### config.mk
export PLATFORM = sky130hd
export DESIGN_NAME = pipe_fetch_queue
export DESIGN_NICKNAME = d
export VERILOG_FILES = /design/src/rtl/pipe_fetch_queue.sv
export SDC_FILE = /design/constraint.sdc
export NUM_CORES = 1
export LEC_CHECK = 0
export CORE_MARGIN = 4
export CORE_UTILIZATION = 29
export DETAILED_ROUTE_END_ITERATION = 6
export SLEW_MARGIN = 25
export SYNTH_ARGS = -nofsm -noshare
export SYNTH_HDL_FRONTEND = slang
export SYNTH_SLANG_ARGS = --single-unit
export TNS_END_PERCENT = 100
### constraint.sdc
create_clock -name clock -period 10.3 [get_ports clock]
set_input_delay 1.03 -clock clock [delete_from_list [all_inputs] [get_ports clock]]
set_output_delay 1.03 -clock clock [all_outputs]
set_load 0.01 [all_outputs]
### src/rtl/pipe_fetch_queue.sv
// Purpose: decoupled instruction fetch with a single outstanding imem request and a DEPTH-entry {inst, pc+4} queue.
// Latency: zero-wait memory gives the head entry one cycle after the request; sustained 1 instruction/cycle.
// Backpressure: id_ready low holds the head; new requests stop while full, and an issued request holds until ack.
module pipe_fetch_queue #(
  parameter int          DEPTH    = 4,
  parameter int          PTRW     = 2,
  parameter logic [31:0] RESET_PC = 32'h0000_0000
) (
  input  logic            clock,
  input  logic            reset,
  input  logic            redirect,
  input  logic [31:0]     redirect_pc,
  output logic            imem_req,
  output logic [31:0]     imem_addr,
  input  logic            imem_ack,
  input  logic [31:0]     imem_rdata,
  input  logic            id_ready,
  output logic            inst_valid,
  output logic [31:0]     inst,
  output logic [31:0]     inst_pc4,
  output logic [PTRW:0]   count
);

  typedef enum logic [1:0] {ST_REQ, ST_WAIT, ST_DROP} state_t;

  typedef struct packed {
    logic [31:0] inst;
    logic [31:0] pc4;
  } entry_t;

  localparam logic [PTRW:0] FULL_CNT = (PTRW+1)'(DEPTH);

  state_t          state_q, state_d;
  logic [31:0]     fetch_pc_q, fetch_pc_d;
  logic [31:0]     pending_pc_q, pending_pc_d;
  entry_t          fifo_q [DEPTH];
  logic [PTRW-1:0] wr_ptr_q, rd_ptr_q;
  logic [PTRW:0]   count_q, count_d;

  logic   req_raw;
  logic   push, pop, flush;
  entry_t head;

  // Request is only opened from REQ when a slot is free; once open it holds
  // until ack. The address always comes from fetch_pc, which in DROP still
  // holds the stale address of the request being drained.
  always_comb begin
    req_raw   = (state_q == ST_REQ) ? (count_q < FULL_CNT) : 1'b1;
    imem_req  = req_raw & ~reset;
    imem_addr = fetch_pc_q;
  end

  // Fetch FSM: redirect wins, flushing the queue and either retargeting
  // immediately or parking the target until the stale request returns.
  always_comb begin
    state_d      = state_q;
    fetch_pc_d   = fetch_pc_q;
    pending_pc_d = pending_pc_q;
    push         = 1'b0;
    pop          = 1'b0;
    flush        = 1'b0;
    if (redirect) begin
      flush = 1'b1;
      if (!req_raw || imem_ack) begin
        fetch_pc_d = redirect_pc;
        state_d    = ST_REQ;
      end else begin
        pending_pc_d = redirect_pc;
        state_d      = ST_DROP;
      end
    end else begin
      pop = inst_valid & id_ready;
      case (state_q)
        ST_REQ: begin
          if (req_raw && imem_ack) begin
            push       = 1'b1;
            fetch_pc_d = fetch_pc_q + 32'd4;
          end else if (req_raw) begin
            state_d = ST_WAIT;
          end
        end
        ST_WAIT: begin
          if (imem_ack) begin
            push       = 1'b1;
            fetch_pc_d = fetch_pc_q + 32'd4;
            state_d    = ST_REQ;
          end
        end
        ST_DROP: begin
          if (imem_ack) begin
            fetch_pc_d = pending_pc_q;
            state_d    = ST_REQ;
          end
        end
        default: state_d = ST_REQ;
      endcase
    end
  end

  // Occupancy: simultaneous push and pop leaves it unchanged.
  always_comb begin
    count_d = count_q;
    if (flush)             count_d = '0;
    else if (push && !pop) count_d = count_q + 1'b1;
    else if (pop && !push) count_d = count_q - 1'b1;
  end

  // FSM and fetch address registers.
  always_ff @(posedge clock or posedge reset) begin
    if (reset) begin
      state_q      <= ST_REQ;
      fetch_pc_q   <= RESET_PC;
      pending_pc_q <= RESET_PC;
    end else begin
      state_q      <= state_d;
      fetch_pc_q   <= fetch_pc_d;
      pending_pc_q <= pending_pc_d;
    end
  end

  // Queue storage and pointers; a flush snaps the read pointer to the write pointer.
  always_ff @(posedge clock or posedge reset) begin
    if (reset) begin
      for (int i = 0; i < DEPTH; i++) fifo_q[i] <= '0;
      wr_ptr_q <= '0;
      rd_ptr_q <= '0;
      count_q  <= '0;
    end else begin
      count_q <= count_d;
      if (flush) begin
        rd_ptr_q <= wr_ptr_q;
      end else begin
        if (push) begin
          fifo_q[wr_ptr_q] <= '{inst: imem_rdata, pc4: fetch_pc_q + 32'd4};
          wr_ptr_q         <= wr_ptr_q + 1'b1;
        end
        if (pop) rd_ptr_q <= rd_ptr_q + 1'b1;
      end
    end
  end

  // Head presentation, zeroed while empty.
  always_comb begin
    head       = fifo_q[rd_ptr_q];
    inst_valid = (count_q != '0);
    inst       = inst_valid ? head.inst : 32'h0;
    inst_pc4   = inst_valid ? head.pc4  : 32'h0;
    count      = count_q;
  end

endmodule

==> metrics.txt <==
Worst Path Max Fanout 40; Final Hold Viols 0; most frequent cells in the layout dfrtp_1, clkdlybuf4s50_1, mux2_2, nand2_1, o21ai_0; wire per inst 19.6 um; Slew @ Worst Pin 0.925 ns; Area Overhead vs Synth 22.8%; Synth async-reset ratio 100%; I/O Buffers 169; largest net degree at the start of global routing 125; syn nets 1340; GR Util All Layers 14.4%; post-synthesis sequential area ratio 52.6%; achievable frequency 221 MHz; HP Class register to register; setup TNS 0 ns; fin crit share 44.0%; Setup Skew 0.0266 ns; vias in the first global route 10900; post-DP HPWL 27000 um; final wirelength 41500 um; P_leak 8.12 nW; grt ovf 0; Root Buffer clkbuf_16; Peak supply drop 0.135 mV; crit path from rd_ptr_q[0]$_DFFE_PP0P_; critical path required time 9.27 ns; min-delay src fifo_q[69]$_DFFE_PP0P_; Max Cap Violations 0; CTS tree yes; CP startpoint kind register; die footprint 57700 um2; via count 10500; main flop type after synthesis dfrtp_1; Crit path arrival time 3.50 ns; Post-Syn Area per Cell 12.4 um2; Initial Util 29.5%; clk slew on worst S/H paths 0.06 ns; number of remaining DRC errors 0; hold_ws 0.477 ns; H-tree lvl count 2; CTS resizes 0; Die X 240 um; mapped cell area 15600 um2; Pre-antenna DRT Iters 5; critical path capture point type primary output; DRT iter0 DRCs 558; Core Rows 84; kind of critical path register to primary output; # fillers 5158; synth warn 0; TritonCTS Buffers 39; layout cells sized above 1 23.4%; Seq cells post-synth 329; Slew Limit Fails 0; Die Y-Extent 240 um; unrepaired setup endpoints after global routing false; worst r2r src count[2]$_DFFE_PP0P_; EDFF count, synth 0; Final nets 1475; number of post-CTS setup repair buffers 0; core area 53000 um2; first-pass GRT wire length 65100 um; Mapped Cells 1262; worst skew pair latency 0.55 ns; Top Ports 170; Setup violations, final 0; Max clock buf depth 3; min Tclk post-route 4.53 ns; post-route ant nets 0; commonest non-fill, non-tap cell in the layout dfrtp_1; initial antenna violation count 1; Yosys cell types 63; Placer Congestion 0.761; Via density 4.97; Hold Buf Count CTS 0; ant diodes 0; relative slew slack 38.4%; clock sinks 329; PwrDens 318 nW/um2; status complete, no violations
-- critical path: stages (launching register included) --
cell,delay [ns]
dfrtp_4,0.82
buf_4,0.80
mux4_2,0.60
and2_1,0.22
clkdlybuf4s50_1,0.50
-- sequential cells by signal (all words and copies together) (netlist names) --
name / cells
fifo_q: 256
state_q: 2
pending_pc_q: 32
rd_ptr_q: 2
wr_ptr_q: 2
count: 3
imem_addr: 32
-- worst paths after layout --
kind / depth (start not counted) / slack, ns / endpoint
max reg2reg: 9 / 7.01 / count[2]$_DFFE_PP0P_
min in group asynchronous: 2 / 0.88 / state_q[1]$_DFFE_PP0P_
min reg2reg: 2 / 0.48 / fifo_q[69]$_DFFE_PP0P_
max in group asynchronous: 4 / 7.39 / fifo_q[39]$_DFFE_PP0P_
min: 2 / 0.48 / fifo_q[69]$_DFFE_PP0P_
max: 4 / 5.77 / inst_pc4[22]
-- area by class of cell --
class                           instances  area, um2  area share (%)
Sequential cell                       329       8240            42.9
Multi-Input combinational cell        829       6900            35.9
Timing Repair Buffer                  185       1830            9.51
Clock buffer                           53       1100            5.72
Tap cell                              688        861            4.48
Clock inverter                         16        233            1.21
Inverter                               13       56.3           0.293
-- Yosys cell counts, types with 14 or more instances --
cell,count,area (um2)
xor2_1,18,158
clkbuf_1,38,143
o21ai_1,15,75.1
nand2_1,144,541
and3_1,14,87.6
a21oi_1,40,200
and2_1,70,438
dfrtp_1,329,8230
mux2_2,151,1700
mux2_4,24,360
nor2_1,29,109
o21ai_0,115,576
mux4_2,64,1440
buf_2,32,160
-- power by group --
group | switching [W] | total [W] | internal [W]
sequential | 0.000457 | 0.00234 | 0.00188
combinational | 0.00104 | 0.00234 | 0.00130
clock | 0.000556 | 0.00143 | 0.000877
-- stage by stage --
| stage | power, W | instance area, um2 | setup slack, ns | std cells | util, % |
|---|---|---|---|---|---|
| 4_1_cts | 0.00621 | 19200 | 5.62 | 2112 | 36.2 |
| 6_report | 0.00611 | 19200 | 5.77 | 2113 | 36.3 |
| 3_3_place_gp | 0.00467 | 17900 | 6.21 | 2043 | 33.7 |
| 5_1_grt | 0.00652 | 19200 | 5.48 | 2113 | 36.3 |
| 2_1_floorplan | 0.00380 | 15600 | 0.159 | 1262 | - |
| 3_5_place_dp | 0.00474 | 17900 | 6.17 | 2043 | 33.7 |
-- kinds of logic after synthesis --
family,Yosys count,synth area share (%)
xor gates and xnor gates,30,1.68
buffers and inverters,104,3.42
muxes,240,22.5
DFF,329,52.6
and+or+nand+nor,303,9.57
adders and majority gates,9,0.768
AOI/OAI and AO/OA,247,9.48
-- per-layer routing --
layer | vias to the layer above | track usage (%) | part of all wire (%)
met1 | 5356 | 20.4 | 47
li1 | 4823 | - | -
met3 | 43 | 3.02 | 5.2
met2 | 270 | 22.7 | 46
met4 | 0 | 3.38 | 1.6
met5 | - | 0 | 0
Note: power is estimated with default switching activity, not from simulation.
